==> src/rtl/cam_dvp_transmitter.sv <==
// DVP camera-style byte transmitter: frames VSYNC/VBP/ACTIVE/VFP, two bytes per pixel word.
// Outputs registered (1-cycle latency from accept); no stall: a missing word sends zeros and sets sticky underflow.
module cam_dvp_transmitter #(
  parameter int H_ACTIVE = 640,
  parameter int H_BLANK  = 144,
  parameter int V_ACTIVE = 480,
  parameter int V_SYNC   = 3,
  parameter int V_BP     = 17,
  parameter int V_FP     = 10
) (
  input  logic        PCLK,
  input  logic        reset,
  input  logic        enable,
  input  logic [15:0] pix_data,
  input  logic        pix_valid,
  output logic        pix_ready,
  output logic        CamHsync,
  output logic        CamVsync,
  output logic [7:0]  CamData_out,
  output logic        busy,
  output logic        frame_done,
  output logic        underflow
);

  localparam int LINE_LEN  = 2 * H_ACTIVE + H_BLANK;
  localparam int ACT_BYTES = 2 * H_ACTIVE;
  localparam int V_MAX_A   = (V_SYNC > V_BP) ? V_SYNC : V_BP;
  localparam int V_MAX_B   = (V_ACTIVE > V_FP) ? V_ACTIVE : V_FP;
  localparam int V_MAX     = (V_MAX_A > V_MAX_B) ? V_MAX_A : V_MAX_B;
  localparam int HW        = (LINE_LEN > 1) ? $clog2(LINE_LEN) : 1;
  localparam int VW        = (V_MAX > 1) ? $clog2(V_MAX) : 1;

  localparam logic [HW-1:0] H_LAST  = HW'(LINE_LEN - 1);
  localparam logic [HW:0]   ACT_END = (HW + 1)'(ACT_BYTES);
  localparam logic [VW-1:0] VS_LAST = VW'(V_SYNC - 1);
  localparam logic [VW-1:0] VB_LAST = VW'(V_BP - 1);
  localparam logic [VW-1:0] VA_LAST = VW'(V_ACTIVE - 1);
  localparam logic [VW-1:0] VF_LAST = VW'(V_FP - 1);

  typedef enum logic [2:0] {
    IDLE,
    VSYNC,
    VBP,
    ACTIVE,
    VFP
  } state_t;

  state_t          state, state_nxt;
  logic [HW-1:0]   hcnt, hcnt_nxt;
  logic [VW-1:0]   vcnt, vcnt_nxt;
  logic [VW-1:0]   v_last;
  logic            line_end;
  logic            hs_nxt;
  logic            fd_nxt;
  logic [7:0]      data_nxt;
  logic [7:0]      lo_hold;

  assign line_end = (hcnt == H_LAST);
  assign busy     = (state != IDLE);

  always_ff @(posedge PCLK or posedge reset) begin
    if (reset) begin
      state <= IDLE;
      hcnt  <= '0;
      vcnt  <= '0;
    end else begin
      state <= state_nxt;
      hcnt  <= hcnt_nxt;
      vcnt  <= vcnt_nxt;
    end
  end

  always_comb begin
    state_nxt = state;
    hcnt_nxt  = hcnt;
    vcnt_nxt  = vcnt;
    v_last    = '0;
    case (state)
      VSYNC:   v_last = VS_LAST;
      VBP:     v_last = VB_LAST;
      ACTIVE:  v_last = VA_LAST;
      VFP:     v_last = VF_LAST;
      default: v_last = '0;
    endcase

    if (state == IDLE) begin
      hcnt_nxt = '0;
      vcnt_nxt = '0;
      if (enable) state_nxt = VSYNC;
    end else begin
      hcnt_nxt = line_end ? '0 : hcnt + 1'b1;
      if (line_end) begin
        if (vcnt == v_last) begin
          vcnt_nxt = '0;
          case (state)
            VSYNC:   state_nxt = VBP;
            VBP:     state_nxt = ACTIVE;
            ACTIVE:  state_nxt = VFP;
            VFP:     state_nxt = enable ? VSYNC : IDLE;
            default: state_nxt = IDLE;
          endcase
        end else begin
          vcnt_nxt = vcnt + 1'b1;
        end
      end
    end
  end

  // Output registers are loaded from the next-cycle position so they line up with state.
  assign hs_nxt    = (state_nxt == ACTIVE) && ({1'b0, hcnt_nxt} < ACT_END);
  assign pix_ready = hs_nxt && !hcnt_nxt[0];
  assign fd_nxt    = (state_nxt == VFP) && (hcnt_nxt == H_LAST) && (vcnt_nxt == VF_LAST);

  always_comb begin
    data_nxt = 8'h00;
    if (pix_ready) begin
      data_nxt = pix_valid ? pix_data[15:8] : 8'h00;
    end else if (hs_nxt) begin
      data_nxt = lo_hold;
    end
  end

  always_ff @(posedge PCLK or posedge reset) begin
    if (reset) begin
      CamHsync    <= 1'b0;
      CamVsync    <= 1'b0;
      CamData_out <= 8'h00;
      frame_done  <= 1'b0;
      lo_hold     <= 8'h00;
      underflow   <= 1'b0;
    end else begin
      CamHsync    <= hs_nxt;
      CamVsync    <= (state_nxt == VSYNC);
      CamData_out <= data_nxt;
      frame_done  <= fd_nxt;
      if (pix_ready) lo_hold <= pix_valid ? pix_data[7:0] : 8'h00;
      if (state == IDLE && enable) begin
        underflow <= 1'b0;
      end else if (pix_ready && !pix_valid) begin
        underflow <= 1'b1;
      end
    end
  end

endmodule
==> config.mk <==
export PLATFORM = sky130hd
export DESIGN_NAME = cam_dvp_transmitter
export DESIGN_NICKNAME = d
export VERILOG_FILES = /design/src/rtl/cam_dvp_transmitter.sv
export SDC_FILE = /design/constraint.sdc
export NUM_CORES = 1
export LEC_CHECK = 0
export ABC_AREA = 0
export CAP_MARGIN = 20
export CORE_AREA = 2 2 70 66
export CTS_CLUSTER_SIZE = 30
export DETAILED_ROUTE_END_ITERATION = 8
export DIE_AREA = 0 0 72 68
export PLACE_DENSITY = 0.82
export RECOVER_POWER = 25
export SLEW_MARGIN = 15
export SYNTH_ARGS = -nofsm -noshare
export SYNTH_HDL_FRONTEND = slang
export SYNTH_SLANG_ARGS = --single-unit
==> constraint.sdc <==
create_clock -name PCLK -period 6.5 [get_ports PCLK]
set_clock_uncertainty 0.1 [all_clocks]
set_input_delay 1.95 -clock PCLK [delete_from_list [all_inputs] [get_ports PCLK]]
set_output_delay 1.95 -clock PCLK [all_outputs]
set_load 0.02 [all_outputs]
==> results of run 1 <==
-- sequential cells by signal, indices dropped and copies added (netlist names) --
name         count
vcnt             9
hcnt            11
CamVsync         1
lo_hold          8
underflow        1
CamData_out      8
CamHsync         1
state            3
frame_done       1
-- critical path: stages --
cell and delay (ns):
sky130_fd_sc_hd__clkdlybuf4s50_1 0.52, sky130_fd_sc_hd__a21oi_1 0.09, sky130_fd_sc_hd__o32ai_1 0.28, sky130_fd_sc_hd__a221o_2 0.22, sky130_fd_sc_hd__nand4_1 0.15, sky130_fd_sc_hd__inv_1 0.09
sky130_fd_sc_hd__clkdlybuf4s50_1 0.60
-- worst paths after layout --
path,startpoint,to,cells after the start
setup / recovery,enable,pix_ready,7
hold reg to reg,lo_hold[0],lo_hold[0],2
hold / removal,lo_hold[0],lo_hold[0],2
setup reg to reg,state[0],frame_done,7
max in group asynchronous,reset,hcnt[9],3
min in group asynchronous,reset,lo_hold[2],3
-- final cells by class --
type	count	area, um2	share of cell area
clock buffers	6	82.6	0.0302
inverters	17	63.8	0.0233
multi-input cells	175	1100	0.403
flip-flops and latches	43	1080	0.393
well taps	50	62.6	0.0228
repair buffers	36	345	0.126
clock inverters	1	5.00	0.00183
-- layer usage --
layer  routed length, um  GRT usage
met2                2310      0.341
met3                 188     0.0574
met5                   0          0
met4                 124     0.0849
met1                2490      0.321
-- synthesized netlist by cell type, drive strengths merged --
master | n | area share
a211oi | 1 | 0.0032
a21oi | 14 | 0.030
a221o | 1 | 0.0048
a31oi | 2 | 0.0054
a41oi | 1 | 0.0038
and3 | 5 | 0.013
and3b | 3 | 0.011
and4 | 3 | 0.011
and4b | 2 | 0.0086
buf | 7 | 0.020
clkbuf | 4 | 0.0064
clkinv | 1 | 0.0016
dfrtp | 43 | 0.46
ha | 2 | 0.011
inv | 16 | 0.026
mux2i | 9 | 0.039
nand2 | 30 | 0.048
nand2b | 1 | 0.0027
nand3 | 16 | 0.036
nand3b | 1 | 0.0032
nand4 | 9 | 0.024
nand4b | 1 | 0.0038
nor2 | 22 | 0.035
nor2b | 3 | 0.0080
nor3 | 9 | 0.026
nor3b | 1 | 0.0032
nor4 | 2 | 0.0054
nor4b | 2 | 0.010
o211ai | 2 | 0.0064
o21a | 1 | 0.0032
o21ai | 2 | 0.0043
o22ai | 1 | 0.0027
o311a | 1 | 0.0091
o311ai | 1 | 0.0038
o31ai | 1 | 0.0091
o32a | 1 | 0.0096
o32ai | 1 | 0.0038
or2 | 2 | 0.0054
or3 | 3 | 0.0080
or4 | 1 | 0.0048
xnor2 | 6 | 0.022
xor2 | 12 | 0.045
-- where the power goes --
group / internal, uW / switching, uW
clock network: 83.4 / 86.5
registers: 288 / 23.2
logic: 30.2 / 35.8
total: 401 / 145
-- per-stage QoR --
stage / std cells / hold slack [ns]
floorplan: 246 / 0.397
global placement: 321 / 0.408
detailed placement: 321 / 0.413
CTS: 328 / 0.424
global route: 328 / 0.450
finish: 328 / 0.423
-- kinds of logic (layout without fill, tap and decap cells) --
logic type      after synthesis  after routing  share of synthesized area
flops                        43             43                      0.461
mux                           9              9                     0.0386
fa+ha+maj                     2              2                     0.0107
simple gates                116            116                      0.269
compound gates               30             30                     0.0991
xor+xnor                     18             18                     0.0675
buf+inv                      28             60                     0.0541
==> results_tabular.tex, run 1 <==
\begin{tabular}{lr}
\hline
Metric & Value \\
\hline
\multicolumn{2}{l}{\textbf{Run status}} \\
\quad Status & complete, but fails checks \\
\quad Violated checks & capacitance limit, slew limit \\
\multicolumn{2}{l}{\textbf{Timing}} \\
\quad Shortest clock period the worst path allows after layout & around 6.0 ns \\
\quad Pin slew with the least headroom to its limit & 2.28 ns \\
\quad Post-route worst setup slack & 0.533 ns \\
\quad Slew Viols, Final & 44 \\
\quad Maximum frequency from static timing analysis & 0.168 GHz \\
\quad Post-Route Setup TNS & 0 ns \\
\quad Worst slew margin & -0.518 \\
\quad Final-report hold violation count & 0 \\
\quad Final setup violating endpoints & 0 \\
\quad RSZ-0062 raised after global routing & false \\
\quad Final period utilization & 0.918 \\
\multicolumn{2}{l}{\textbf{Finish}} \\
\quad Commonest cells after routing, fill and taps aside & 43 x sky130\_fd\_sc\_hd\_\_dfrtp\_1, 32 x sky130\_fd\_sc\_hd\_\_clkdlybuf4s50\_1, 30 x sky130\_fd\_sc\_hd\_\_nand2\_1, 22 x sky130\_fd\_sc\_hd\_\_nor2\_1, 16 x sky130\_fd\_sc\_hd\_\_inv\_1 \\
\quad Fraction of final layout cells sized beyond drive strength 1 & 0.0576 \\
\quad Number of filler instances in the final layout & around 350 \\
\quad Total Nets Final & 300 \\
\quad Finished Cell Area & 2740 um2 \\
\quad Fraction of the core area covered by cells at the end of the flow & 0.647 \\
\quad Commonest non-fill, non-tap cell in the layout & sky130\_fd\_sc\_hd\_\_dfrtp\_1 \\
\quad Area added between synthesis and finish & 17.2\% \\
\quad Antenna cell count & 0 \\
\multicolumn{2}{l}{\textbf{GRT}} \\
\quad Number of global-route vias before repair & $\sim$1800 \\
\quad Number of antenna violations at the first check in global routing & 0 \\
\quad Pin count of the biggest net entering global routing & 44 \\
\quad First-pass GRT wire length & 8460 um \\
\quad Global-route usage over all layers & 0.228 \\
\quad Remaining global-route overflow & 0 \\
\multicolumn{2}{l}{\textbf{Routing}} \\
\quad Remaining antenna violation count & 0 \\
\quad Routed length per instance & around 16 um \\
\quad Post-route DRC & 0 \\
\quad Detailed-routing iteration count for the pre-antenna-repair pass & 5 \\
\quad Total number of vias & approximately 1900 \\
\quad Final wirelength & 5110 um \\
\quad Via count normalized by instance count & 5.75 \\
\quad Starting DRC count in detailed routing & 230 \\
\multicolumn{2}{l}{\textbf{Clocking}} \\
\quad Post-CTS Setup Inserts & 0 \\
\quad Clock H-tree levels & 2 \\
\quad Sink count of the clock tree & between 40 and 50 \\
\quad Maximum count of clock buffers along a single path & 2 \\
\quad Buffer type at the clock tree root & sky130\_fd\_sc\_hd\_\_clkbuf\_8 \\
\quad Insertion delay to the later sink of the worst-skew pair & 0.29 ns \\
\quad Post-CTS sizing & 0 \\
\quad Clock-pin transition on the worst setup and hold timing paths & roughly 0.08 ns \\
\quad Inserted Clock Buffers & 5 \\
\quad \# hold bufs at CTS & 0 \\
\quad Clock tree from TritonCTS & built \\
\multicolumn{2}{l}{\textbf{Critical path}} \\
\quad Critical Path AT & between 3 and 4 ns \\
\quad Kind of start point of the critical path & input pin \\
\quad Minimum setup slack among reg-to-reg paths & between 3 and 4 ns \\
\quad Category of the worst setup path capture point & output pin \\
\quad Crit path required time & 4.45 ns \\
\quad Critical path peak fanout & 6 \\
\quad Type of the worst setup path & input pin to output pin \\
\multicolumn{2}{l}{\textbf{Placement}} \\
\quad Instance area at placement & 2690 um2 \\
\quad Placer Congestion & 0.841 \\
\quad Post-placement setup slack & 0.571 ns \\
\quad Count of port buffers added during placement & 33 \\
\quad HPWL after detailed placement & roughly 3500 um \\
\multicolumn{2}{l}{\textbf{Synth}} \\
\quad Syn Nets & between 200 and 300 \\
\quad Post-synthesis cell type count & 47 \\
\quad Mapped Cells & 246 \\
\quad Post-synthesis cell area & roughly 2300 um2 \\
\quad Average cell area after synthesis & roughly 9.5 um2 \\
\quad Proportion of synthesized chip area in sequential cells & 0.461 \\
\quad Count of state elements after synthesis & 43 \\
\quad Ys Warns & 0 \\
\multicolumn{2}{l}{\textbf{Floorplan}} \\
\quad Core ar. & approximately 4200 um2 \\
\quad Ports & 34 \\
\quad Floorplan die height & around 68 um \\
\quad Site Rows & 23 \\
\quad Starting density of the core & 0.552 \\
\quad Die ar. & 4900 um2 \\
\quad Horizontal die dimension & 72 um \\
\multicolumn{2}{l}{\textbf{Hold path}} \\
\quad Min-Delay Path Class & register to register \\
\multicolumn{2}{l}{\textbf{Job}} \\
\quad Reported max-cap violation count & 1 \\
\multicolumn{2}{l}{\textbf{Power}} \\
\quad Power density relative to cell area & approximately 200 nW/um2 \\
\quad Static leakage power & 0.00134 uW \\
\quad IR Drop Worst-Case VDD & between 150 and 200 uV \\
\quad Overall power & 547 uW \\
\hline
\end{tabular}
(Power assumes the default switching activity.)
==> run 2: changes to the inputs <==
Settings changed: CTS_CLUSTER_SIZE 30 to 8.
==> results of run 2 <==
No change in the layout: final DEF, timing and power equal those of run 1.
==> run 3: changes to the inputs <==
Settings changed: CAP_MARGIN 20 to 0.
==> results of run 3 <==
No change in the layout: final DEF, timing and power equal those of run 1.
